`src/rtl/bundle_fetch_queue.sv`:
```
// ============================================================================
// Module      : bundle_fetch_queue
// Description : TTA fetch front end. It owns the PC, issues N-wide bundle reads,
//               and buffers PC-tagged bundles in a DEPTH-entry FIFO for decode.
//               Optional macro FETCH_PERF_CNT_EN adds a stall-cycle counter.
// Revision    : 1.0 - initial release
// ============================================================================
`default_nettype none

module bundle_fetch_queue #(
  parameter int N     = 2,
  parameter int DEPTH = 4,
  parameter int PC_W  = 32
) (
  input  logic                         clk,
  input  logic                         rst,
  output logic                         imem_req,
  output logic [PC_W-1:0]              imem_addr,
  input  logic [32*N-1:0]              imem_rdata,
  input  logic                         redirect_valid,
  input  logic [PC_W-1:0]              redirect_pc,
  output logic                         bundle_valid,
  input  logic                         bundle_ready,
  output logic [32*N-1:0]              bundle_instr,
  output logic [PC_W-1:0]              bundle_pc,
  output logic [$clog2(DEPTH+1)-1:0]   fifo_count
`ifdef FETCH_PERF_CNT_EN
  ,
  output logic [31:0]                  perf_stall_cycles
`endif
);

  localparam int PTR_W = $clog2(DEPTH);
  localparam int CNT_W = $clog2(DEPTH+1);
  localparam logic [PC_W-1:0] PC_STEP    = PC_W'(4*N);
  localparam logic [PC_W-1:0] ALIGN_MASK = ~PC_W'(3);

  logic [PC_W-1:0]   pc_q, pc_d;
  logic [PC_W-1:0]   req_pc_q, req_pc_d;
  logic              inflight_q, inflight_d;
  logic [PTR_W-1:0]  wr_ptr_q, wr_ptr_d;
  logic [PTR_W-1:0]  rd_ptr_q, rd_ptr_d;
  logic [CNT_W-1:0]  count_q, count_d;
  logic [32*N-1:0]   instr_mem_q [DEPTH];
  logic [PC_W-1:0]   pc_mem_q    [DEPTH];

  logic              credit_ok;
  logic              push;
  logic              pop;

  // Outstanding request reserves a slot so a returning bundle always fits.
  assign credit_ok = ({1'b0, count_q} + (CNT_W+1)'(inflight_q)) < (CNT_W+1)'(DEPTH);
  assign imem_req  = !rst && !redirect_valid && credit_ok;
  assign imem_addr = pc_q;

  assign bundle_valid = (count_q != '0);
  assign bundle_instr = bundle_valid ? instr_mem_q[rd_ptr_q] : '0;
  assign bundle_pc    = bundle_valid ? pc_mem_q[rd_ptr_q]    : '0;
  assign fifo_count   = count_q;

  assign push = inflight_q && !redirect_valid;
  assign pop  = bundle_valid && bundle_ready;

  always_comb begin
    pc_d       = pc_q;
    req_pc_d   = req_pc_q;
    inflight_d = imem_req;
    wr_ptr_d   = wr_ptr_q;
    rd_ptr_d   = rd_ptr_q;
    count_d    = count_q;
    if (redirect_valid) begin
      pc_d     = redirect_pc & ALIGN_MASK;
      wr_ptr_d = '0;
      rd_ptr_d = '0;
      count_d  = '0;
    end else begin
      if (imem_req) begin
        req_pc_d = pc_q;
        pc_d     = pc_q + PC_STEP;
      end
      if (push) wr_ptr_d = wr_ptr_q + PTR_W'(1);
      if (pop)  rd_ptr_d = rd_ptr_q + PTR_W'(1);
      if (push && !pop)      count_d = count_q + CNT_W'(1);
      else if (pop && !push) count_d = count_q - CNT_W'(1);
    end
  end

  always_ff @(posedge clk or posedge rst) begin
    if (rst) begin
      pc_q       <= '0;
      req_pc_q   <= '0;
      inflight_q <= 1'b0;
      wr_ptr_q   <= '0;
      rd_ptr_q   <= '0;
      count_q    <= '0;
    end else begin
      pc_q       <= pc_d;
      req_pc_q   <= req_pc_d;
      inflight_q <= inflight_d;
      wr_ptr_q   <= wr_ptr_d;
      rd_ptr_q   <= rd_ptr_d;
      count_q    <= count_d;
    end
  end

  // Storage needs no reset: reads are masked by count_q when empty.
  always_ff @(posedge clk) begin
    if (push) begin
      instr_mem_q[wr_ptr_q] <= imem_rdata;
      pc_mem_q[wr_ptr_q]    <= req_pc_q;
    end
  end

`ifdef FETCH_PERF_CNT_EN
  logic [31:0] perf_q, perf_d;
  logic        stall;

  assign stall = (bundle_valid && !bundle_ready) || !credit_ok;

  always_comb begin
    perf_d = perf_q;
    if (stall && (perf_q != 32'hFFFF_FFFF)) perf_d = perf_q + 32'd1;
  end

  always_ff @(posedge clk or posedge rst) begin
    if (rst) perf_q <= '0;
    else     perf_q <= perf_d;
  end

  assign perf_stall_cycles = perf_q;
`endif

endmodule

`default_nettype wire

```
`config.mk`:
```
export PLATFORM = sky130hd
export DESIGN_NAME = bundle_fetch_queue
export DESIGN_NICKNAME = d
export VERILOG_FILES = /design/src/rtl/bundle_fetch_queue.sv
export SDC_FILE = /design/constraint.sdc
export NUM_CORES = 1
export LEC_CHECK = 0
export BUFFER_PORTS_ARGS = -buffer_cell sky130_fd_sc_hd__buf_2
export CORE_ASPECT_RATIO = 1.5
export CORE_MARGIN = 1.5
export CORE_UTILIZATION = 40
export DETAILED_ROUTE_END_ITERATION = 8
export PLACE_DENSITY = 0.63
export SLEW_MARGIN = 20
export SYNTH_ARGS = -nofsm -noshare
export SYNTH_HDL_FRONTEND = slang
export SYNTH_SLANG_ARGS = --single-unit
```
`constraint.sdc`:
```
create_clock -name clk -period 4.85 [get_ports clk]
set_clock_uncertainty 0.05 [all_clocks]
set_input_delay 0.7275 -clock clk [delete_from_list [all_inputs] [get_ports clk]]
set_output_delay 0.7275 -clock clk [all_outputs]
set_load 0.1 [all_outputs]
```
==> Yosys cells after proc, flatten, opt, wreduce, memory -nomap -nowiden <==
Memory sizes are Yosys's and may differ from the RTL's.
Index checks and enable logic that the tools add are counted.
{ "classes": {"addsub": 6, "multipliers": 0, "n_div": 0, "order_cmp": 1, "n_eq_ne": 0, "shift": 0, "muxes": 13, "n_bitwise": 1, "n_reduce_logical": 16} }
{ "ops": {"columns": ["cell", "count"], "rows": [
  ["$mux W32", 3],
  ["$mux W64", 1],
  ["$add A32 B4 Y32 const B", 1],
  ["$mux W3", 3],
  ["$mux W2", 4],
  ["$logic_and A1 B1 Y1", 6],
  ["$reduce_bool A2 Y1", 3],
  ["$reduce_bool A3 Y1", 2],
  ["$add A2 B1 Y2 const B", 2],
  ["$add A3 B1 Y4", 1],
  ["$logic_not A1 Y1", 4],
  ["$lt A4 B3 Y1 const B", 1],
  ["$add A3 B1 Y3 const B", 1],
  ["$sub A3 B1 Y3 const B", 1],
  ["$mux W1", 2],
  ["$reduce_and A2 Y1", 1],
  ["$not A1 Y1", 1]
]} }
{ "word_totals": {"regBits": 72, "latchBits": 0, "ramBits": 384, "mem_bits_ro": 0, "input_bits": 100, "out_inout_bits": 133, "wordCells": 45, "mem_count": 2} }
{ "memory_table": {"columns": ["memory", "depth", "word_bits", "read_ports", "rd_ports_with_merged_regs", "write_ports", "line_no", "rtl"], "rows": [
  ["instr_mem_q", 4, 64, 1, 0, 1, "44", "logic [32*N-1:0] instr_mem_q [DEPTH];"],
  ["pc_mem_q", 4, 32, 1, 0, 1, "45", "logic [PC_W-1:0] pc_mem_q [DEPTH];"]
]} }

==> Logic depth before layout (Yosys ltp) <==
Gate-level depths: netlist of run 1.
{ "depth": {"depth_word": 7, "ltp_mapped": 10, "mapped_depth_nobuf": 9} }

==> Worst setup path before layout of run 1 <==
OpenSTA, ideal clock, no wires.
{ "synth_timing": {"kind": "reg2out", "from": "register count_q[1], in the netlist fifo_count[1]", "to": "output port bundle_pc[22]", "arrival_time_ns": 3.227, "required_ns": 4.073, "setup_slack_ns": 0.846, "stages_incl_launch_ff": 5, "n_path_buf": 2, "path_cell_list": "dfrtp_1 -> or3_1 -> clkbuf_1 -> clkbuf_1 -> and2_1"} }
{ "synth_between": {"elab_chain_len": 2} }
{ "synth_rtl": {"columns": ["item", "line_no", "rtl"], "rows": [
  ["start, declared", "43", "logic [CNT_W-1:0] count_q, count_d;"],
  ["start signal, assigned", "102", "count_q <= count_d;"],
  ["$reduce_bool A3 Y1", "56", "assign bundle_valid = (count_q != '0);"],
  ["net bundle_valid", "22", "output logic bundle_valid,"],
  ["$mux W32", "58", "assign bundle_pc = bundle_valid ? pc_mem_q[rd_ptr_q] : '0;"],
  ["end, declared", "25", "output logic [PC_W-1:0] bundle_pc,"]
]} }
The timed path passes the listed nets, and every way through them passes these cells.

==> Worst setup path after layout of run 1 <==
{ "layout_timing": {"from": "register rd_ptr_q[0]", "to": "output port bundle_pc[18]"} }
{ "layout_between": {"elab_chain_len": 2} }
{ "layout_rtl": {"columns": ["item", "line_no", "rtl"], "rows": [
  ["start, declared", "42", "logic [PTR_W-1:0] rd_ptr_q, rd_ptr_d;"],
  ["start signal, assigned", "101", "rd_ptr_q <= rd_ptr_d;"],
  ["$mem_v2 Z4 W32", null, null],
  ["$mux W32", "58", null]
]} }
Every way passes these cells.

==> results of run 1 <==
-- per-stage QoR --
stage                     setup WS, ns  cell area [um2]  util [%]
after floorplan                  0.846            17500         -
after global placement            1.54            19300      44.9
after detailed placement          1.53            19300      44.9
after CTS                        0.949            20700      48.0
after global routing             0.871            20700      48.0
final                             1.08            20700      48.0
-- synthesized netlist by cell type, drive strengths merged (2+ instances only) --
| cell type | instances |
|---|---|
| buf | 25 |
| o211ai | 12 |
| or3 | 7 |
| a22oi | 3 |
| nand3 | 21 |
| nor3 | 3 |
| a31o | 2 |
| a21oi | 4 |
| o31a | 2 |
| and3 | 3 |
| nor2b | 2 |
| xnor2 | 3 |
| mux2i | 2 |
| ha | 5 |
| edfxtp | 376 |
| nand2b | 2 |
| dfrtp | 68 |
| o21ai | 17 |
| or4 | 4 |
| nand2 | 123 |
| inv | 12 |
| nand4 | 11 |
| and2 | 102 |
| clkbuf | 30 |
| nor2 | 21 |
| mux4 | 94 |
| xor2 | 2 |
| a221o | 4 |
| a31oi | 2 |
| o311ai | 7 |
-- critical path, cell delays in order (launching register included) --
cell	delay, ns
dfrtp_4	0.90
buf_4	0.46
mux4_2	0.54
and2_1	0.21
buf_2	0.31
-- cells by family (layout without fill, tap and decap cells) --
family | Yosys count | count (layout)
AO/OA/AOI/OAI | 59 | 59
XOR/XNOR | 5 | 5
adder cells (fa/ha/maj) | 6 | 6
AND/OR/NAND/NOR | 302 | 302
multiplexers | 97 | 97
flip-flops | 444 | 444
buffers and inverters | 67 | 328
other | 1 | 5
-- registers in the layout, indices dropped and copies added (netlist names) --
signal,count
instr_mem_q,256
pc_mem_q,120
imem_addr,30
req_pc_q,30
fifo_count,3
rd_ptr_q,2
wr_ptr_q,2
inflight_q,1
-- final cells by class --
| type | instances | area [um2] |
|---|---|---|
| fillers | 3736 | 22400 |
| flip-flops and latches | 444 | 13000 |
| repair buffers | 240 | 1310 |
| clock inverters | 19 | 150 |
| multi-input cells | 473 | 4260 |
| well taps | 570 | 713 |
| clock buffers | 57 | 1170 |
| diodes | 1 | 2.50 |
| inverters | 12 | 45.0 |
-- placed cells by master (no fill, tap or decap), types with 3 or more instances in the layout --
master | synthesis | routed
ha_1 | 5 | 5
buf_12 | 0 | 6
clkbuf_16 | 0 | 43
or4_1 | 3 | 3
or3_1 | 7 | 6
nand3_1 | 21 | 21
nor2_1 | 21 | 21
clkbuf_8 | 0 | 4
a22oi_1 | 3 | 3
nand2_1 | 122 | 122
a21oi_1 | 4 | 4
conb_1 | 1 | 4
mux4_2 | 94 | 94
nand4_1 | 8 | 8
inv_1 | 11 | 10
inv_6 | 0 | 3
buf_4 | 5 | 8
and3_1 | 3 | 3
xnor2_1 | 3 | 3
o311ai_1 | 4 | 4
and2_1 | 102 | 98
and2_4 | 0 | 4
buf_2 | 15 | 226
a221o_1 | 4 | 4
clkinv_2 | 0 | 9
clkbuf_1 | 30 | 10
edfxtp_1 | 376 | 376
clkinv_1 | 0 | 5
nand4_2 | 3 | 3
nor3_1 | 3 | 3
dfrtp_1 | 68 | 66
o311ai_0 | 3 | 3
o21ai_0 | 17 | 17
o211ai_1 | 12 | 12
-- routing by layer --
layer / global-route usage (%) / vias up / share of wire (%)
met5: 0 / - / 0
li1: - / 4250 / -
met2: 30.0 / 266 / 53
met1: 19.9 / 4852 / 40
met3: 2.77 / 66 / 4.7
met4: 6.03 / 0 / 2.9
-- worst paths after layout --
path                                              start                            to  slack (ns)
worst max-delay path            rd_ptr_q[0]$_DFFE_PP0P_                 bundle_pc[18]        1.08
worst min-delay path                                rst     imem_addr[25]$_DFFE_PP0P_        0.31
worst max register to register     inflight_q$_DFF_PP0_     imem_addr[21]$_DFFE_PP0P_        1.79
worst min register to register  req_pc_q[7]$_DFFE_PP0P_      pc_mem_q[3][7]$_DFFE_PP_        0.46
max in group asynchronous                           rst      imem_addr[4]$_DFFE_PP0P_        3.49
min in group clk                         imem_rdata[14]  instr_mem_q[3][14]$_DFFE_PP_        0.35
==> out/qor.txt, run 1 <==
FFs w/ async S/R, synth - 15.3%
Syn Inst Count - 981
Post-CTS Resized - 0
Adder-cell share of the synthesized area - 0.471%
Fin crit share - 77.7%
Main combinational cell family by area after synthesis - multiplexers
Yosys top cell area share - 64.4%
Final Max Tran Viols - 0
Post-Synth XOR/XNOR Area - 0.250%
RSZ-0062 raised after global routing - false
Routability Congestion - 0.780
DIE WIDTH - 174 um
Syn avg cell area - 17.9 um2
Vias in the first global route - 9869
Cts bufs inserted - 43
Port buffer count - 226
Layout cells sized above 1 - 33.2%
Detailed Route WL - 37.2 mm
Simple-Gate Fraction of Synth Area - 8.81%
Reg2Reg Depth - 7
Post-Syn Area - 17500 um2
Rows - 93
Synth Area in Compound Gates - 2.36%
Core Box Area - 43100 um2
Main synth FF type - edfxtp_1
Largest net degree at the start of global routing - 67
Critical path class - reg -> out
Num ports - 233
Total Routing Usage GR - 16.6%
Status - complete, no violations
GR Overflow Total - 0
Min-Delay Path Class - in -> async
Post-route setup TNS - 0 ns
Post-DR wirelength/cell - 20.5 um
Post-synthesis sequential area ratio - 74.1%
Most area-hungry cell type in the Yosys netlist - edfxtp_1
Maximum clock rate - 265 MHz
Skew-Pair Late Insertion Delay - 0.53 ns
Post-route ant nets - 0
Worst Path Max Fanout - 32
HPWL after DPL - 22.6 mm
Finished Layout Cells - 1816
Seq cells post-synth - 444
Setup violators final - 0
DP Cell Count - 1739
Initial DRC Count - 470
Die area - 45100 um2
Synth Warn # - 0
Root Driver - clkbuf_16
Data arrival, critical path - 2.99 ns
Vias per Instance - 5.19
Worst setup SP type - register
Synth area leaders - edfxtp_1 (64%), mux4_2 (12%), dfrtp_1 (9.7%), and2_1 (3.6%), nand2_1 (2.6%)
Fin. Hold Viols - 0
Area grow syn2layout - 17.8%
Number of synthesized flops with an enable pin - 376
Final hold slack - 0.315 ns
Clock buffer depth - 3
Initial Util - 40.7%
Crit. End Element - output pin
Global-route wire length before repair - 57.1 mm
Multiplexer share of the synthesized area - 12.3%
MaxCap Viol Count - 0
Slew @ Worst Pin - 0.848 ns
Initial antenna violation count - 1
First-pass iteration count of the detailed router - 5
Relative slew slack - 43.5%
Library cells used by synthesis - 51
Post-CTS Setup Inserts - 0
Clock Sinks - 444
Period minus WS final - 3.77 ns
Hold buffers post-CTS - 0
CTS clock-pin slew for the worst setup and hold paths - 0.06 ns
Vias - 9434
Fin nets - 1320
CTS tree - yes
# H-tree levels - 2
Worst Path Required - 4.07 ns
Vert. Die Dim - 259 um
Drt drc - 0
Power of run 1 is left out: the tool's default activity adds up to more than one toggle a clock period on the data nets, which glitch-free logic cannot reach.
==> run 2, diff against run 1 <==
Settings changed: PLACE_DENSITY 0.63 to 0.65.
Clock period 4.85 ns to 3.3 ns, I/O delays scaled along.
==> out/qor.txt, run 2 (synthesis gave the netlist of run 1 again) <==
Post-DR wirelength/cell - 20.7 um
Fin crit share - 93.1%
Worst setup SP type - register
Maximum clock rate - 326 MHz
Post-route ant nets - 0
Routability Congestion - 0.777
Reg2reg end - imem_addr[27]$_DFFE_PP0P_
Min-Delay Path Class - in -> reg
Skew-Pair Late Insertion Delay - 0.54 ns
Reg2Reg Depth - 6
Area grow syn2layout - 19.0%
Initial Util - 40.7%
Most flops, register - instr_mem_q
Global-route wire length before repair - 58.3 mm
Worst Path Max Fanout - 21
Crit path cell chain - buf_12, mux4_2, and2_1, buf_2
HPWL after DPL - 22.6 mm
CTS tree - yes
Status - complete, no violations
Period minus WS final - 3.07 ns
Slew @ Worst Pin - 0.876 ns
First-pass iteration count of the detailed router - 4
Fin nets - 1329
Post-CTS Resized - 0
Detailed Route WL - 37.8 mm
Rows - 93
Vert. Die Dim - 259 um
Most common cell after layout, fill and taps aside - edfxtp_1
Launch point of the worst path - rd_ptr_q[0]$_DFFE_PP0P_
Largest net degree at the start of global routing - 97
Vias in the first global route - 10.1k
Min-delay src - redirect_pc[26]
Top flop regs - instr_mem_q: 256 flops, pc_mem_q: 120 flops
Root Driver - clkbuf_16
Port buffer count - 226
Levels on crit path - 4
CP bufs+invs - 2
Crit-path leading delay family - flip-flops
Clock buffer depth - 3
Fin. Hold Viols - 0
Max reg flops - 256
Core Box Area - 43100 um2
Cts bufs inserted - 42
Data arrival, critical path - 2.53 ns
DIE WIDTH - 174 um
Initial DRC Count - 498
# H-tree levels - 2
Reg2reg start - inflight_q$_DFF_PP0_
Drt drc - 0
Layout cells sized above 1 - 33.7%
Worst setup endpoint - bundle_pc[14]
Initial antenna violation count - 3
GR Overflow Total - 0
Worst Path Required - 2.75 ns
Post-route setup TNS - 0 ns
Commonest cells after routing, fill and taps aside - edfxtp_1 (376), buf_2 (225), nand2_1 (122)
Reg2Reg Setup Slack - 0.76 ns
Setup violators final - 0
Worst path slowest cell - dfrtp_4
Crit. End Element - output pin
Setup ws final - 0.228 ns
MaxCap Viol Count - 0
Final hold slack - 0.104 ns
Final Max Tran Viols - 0
Slowest stage delay, CP - 0.66 ns
Total Routing Usage GR - 16.9%
Clock Sinks - 444
Num ports - 233
Critical path class - reg -> out
RSZ-0062 raised after global routing - false
Vias - 9473
Relative slew slack - 41.4%
Die area - 45100 um2
Vias per Instance - 5.19
CTS clock-pin slew for the worst setup and hold paths - 0.06 ns
Dpl ws - 0.617 ns
==> run 2: changes by cell type in the layout (fill, tap and decap cells not counted), moves of 2 or more <==
cell        change
buf_12          +8
diode_2         +2
clkinvlp_4      +2
clkbuf_1        -2
clkbuf_8        -2
clkinv_2        -3
==> run 2: worst min-delay path by stage <==
stage                                       end  slack (ns)  cells past startpoint
floorplan             pc_mem_q[0][10]$_DFFE_PP_        0.43                      0
global placement      pc_mem_q[1][14]$_DFFE_PP_        0.44                      0
detailed placement     pc_mem_q[3][6]$_DFFE_PP_        0.46                      0
CTS                    imem_addr[3]$_DFFE_PP0P_        0.07                      3
global route        instr_mem_q[3][4]$_DFFE_PP_        0.09                      1
finish                imem_addr[26]$_DFFE_PP0P_        0.10                      3
==> run 2: routing by layer <==
layer	global-route usage, %	part of all wire [%]	vias to the layer above
met3	2.48	3.9	75
met5	0	0	-
met4	7.64	3.6	0
met2	30.2	53	259
met1	20.3	40	4868
li1	-	-	4271
==> run 2: tightest hold or removal path: stages <==
cell and delay [ns]:
buf_2 0.08, nand2_1 0.04, nand3_1 0.05
==> run 2: area by class of cell <==
class                   count  area (um2)
clock inverters            20         201
well taps                 570         713
inverters                  12        45.0
multi-input cells         473        4260
repair buffers            250        1510
clock buffers              53        1130
flip-flops and latches    444       13000
diodes                      3        7.51
fillers                  3725       22200
==> run 2: what timing repair did <==
item                       CTS  global route
setup endpoints to repair    0            15
hold buffers                 1             0
hold endpoints to repair    23             0
setup buffers                0             1
==> run 2: metrics by stage <==
step	std cells	utilization, %	cell area [um2]
2_1_floorplan	984	-	17600
3_3_place_gp	1747	45.3	19500
3_5_place_dp	1747	45.3	19500
4_1_cts	1821	48.4	20800
5_1_grt	1825	48.5	20900
6_report	1825	48.5	20900
Power of run 2 is left out for the same reason.
==> run 3, diff against run 2 <==
==> constraint.sdc (replaced) <==
create_clock -name clk -period 3.3 [get_ports clk]
set_clock_uncertainty 0.05 [all_clocks]
set_input_delay 0 -clock clk [delete_from_list [all_inputs] [get_ports clk]]
set_output_delay 0 -clock clk [all_outputs]
set_load 0.1 [all_outputs]
==> out/qor.txt, run 3 (synthesis gave the netlist of run 1 again) <==
Status - complete, no violations
Clock buffer depth - 3
Fin nets - 1430
Most flops, register - instr_mem_q
Global-route wire length before repair - 60.3 mm
Setup violators final - 0
Post-route setup TNS - 0 ns
Routability Congestion - 0.808
Layout cells sized above 1 - 31.3%
Rows - 93
DIE WIDTH - 174 um
Setup ws final - 0.445 ns
Clock Sinks - 444
Post-CTS Setup Inserts - 0
M3 GR Usage - 2.34%
Data arrival, critical path - 2.80 ns
Num ports - 233
Min-Delay Path Class - in -> async
Final Util - 50.7%
Crit. End Element - output pin
Met1 Use GR - 20.3%
Worst Path Required - 3.25 ns
Crit-path leading delay family - buffers and inverters
Most common cell after layout, fill and taps aside - edfxtp_1
Area grow syn2layout - 24.6%
Crit path cell chain - and3_1, or4_4, inv_2, buf_4, buf_2
Initial Util - 40.7%
Worst Path Max Fanout - 25
Worst setup SP type - register
Detailed Route WL - 38.6 mm
Fin crit share - 86.5%
First-pass iteration count of the detailed router - 4
Worst path slowest cell - dfrtp_1
RSZ-0062 raised after global routing - false
Port buffer count - 226
Slew @ Worst Pin - 0.866 ns
Vias per Instance - 5.11
Slowest stage delay, CP - 0.47 ns
HPWL after DPL - 23.4 mm
Vias in the first global route - 10.5k
# H-tree levels - 2
Root Driver - clkbuf_16
MaxCap Viol Count - 0
Total Routing Usage GR - 17.4%
Vias - 9865
Drt drc - 0
Top flop regs - instr_mem_q: 256 flops, pc_mem_q: 120 flops
Period minus WS final - 2.85 ns
Commonest cells after routing, fill and taps aside - edfxtp_1 (376), buf_2 (226), nand2_1 (122)
Vert. Die Dim - 259 um
Maximum clock rate - 350 MHz
Die area - 45100 um2
Initial antenna violation count - 1
Critical path class - reg -> out
Fin. Hold Viols - 0
Post-route ant nets - 0
Initial DRC Count - 546
GR Layer Usage met2 - 32.8%
Relative slew slack - 42.1%
Cts bufs inserted - 43
CP bufs+invs - 3
Skew-Pair Late Insertion Delay - 0.55 ns
Final Max Tran Viols - 0
Max reg flops - 256
Most Crowded Layer GR - met2
Core Box Area - 43100 um2
Largest net degree at the start of global routing - 59
GR Overflow Total - 0
CTS tree - yes
Dpl ws - 0.861 ns
CTS clock-pin slew for the worst setup and hold paths - 0.06 ns
Post-DR wirelength/cell - 20.0 um
-- run 3: cell types whose count changed in the layout (fill, tap and decap cells not counted), sizes merged --
cell / previous run / this run
dlygate4sd3: 1 / 101
clkinv: 12 / 20
diode: 3 / 1
bufinv: 3 / 2
clkinvlp: 2 / 1
clkbuf: 53 / 54
-- run 3: through the flow --
stage,cells,hold WS (ns),cell area [um2]
2_1_floorplan,984,0.0489,17600
3_3_place_gp,1748,0.161,19500
3_5_place_dp,1748,0.160,19500
4_1_cts,1929,0.124,21800
5_1_grt,1930,0.147,21800
6_report,1930,0.110,21800
-- run 3: tightest hold or removal path: stages --
cell	delay [ns]
dlygate4sd3_1	0.53
buf_2	0.14
inv_2	0.55
-- run 3: per-layer routing --
metal | up-vias | share of wire, % | wire, um
met3 | 65 | 3.9 | 1500
met1 | 5046 | 39 | 15000
li1 | 4482 | - | -
met5 | - | 0 | 0
met2 | 272 | 54 | 21000
met4 | 0 | 2.8 | 1100
-- run 3: area by class of cell --
type	instances	area, um2
Fill cell	3567	21200
Clock buffer	54	1170
Clock inverter	26	191
Timing Repair Buffer	350	2460
Inverter	12	45.0
Multi-Input combinational cell	473	4260
Tap cell	570	713
Antenna cell	1	2.50
Sequential cell	444	13000
-- run 3: final timing paths --
check / from / to / slack, ns / depth (start not counted)
setup / recovery: inflight_q$_DFF_PP0_ / imem_req / 0.45 / 5
hold / removal: rst / fifo_count[1]$_DFFE_PP0P_ / 0.11 / 3
setup reg to reg: inflight_q$_DFF_PP0_ / imem_addr[5]$_DFFE_PP0P_ / 0.50 / 7
hold reg to reg: req_pc_q[10]$_DFFE_PP0P_ / pc_mem_q[1][10]$_DFFE_PP_ / 0.46 / 0
max in group asynchronous: rst / req_pc_q[21]$_DFFE_PP0P_ / 2.04 / 5
min in group clk: imem_rdata[60] / instr_mem_q[1][60]$_DFFE_PP_ / 0.16 / 2
-- run 3: what timing repair did --
item | CTS | global route
hold buffers | 101 | 0
hold endpoints to repair | 329 | 0
resized for setup | 0 | 0
Power of run 3 is left out for the same reason.
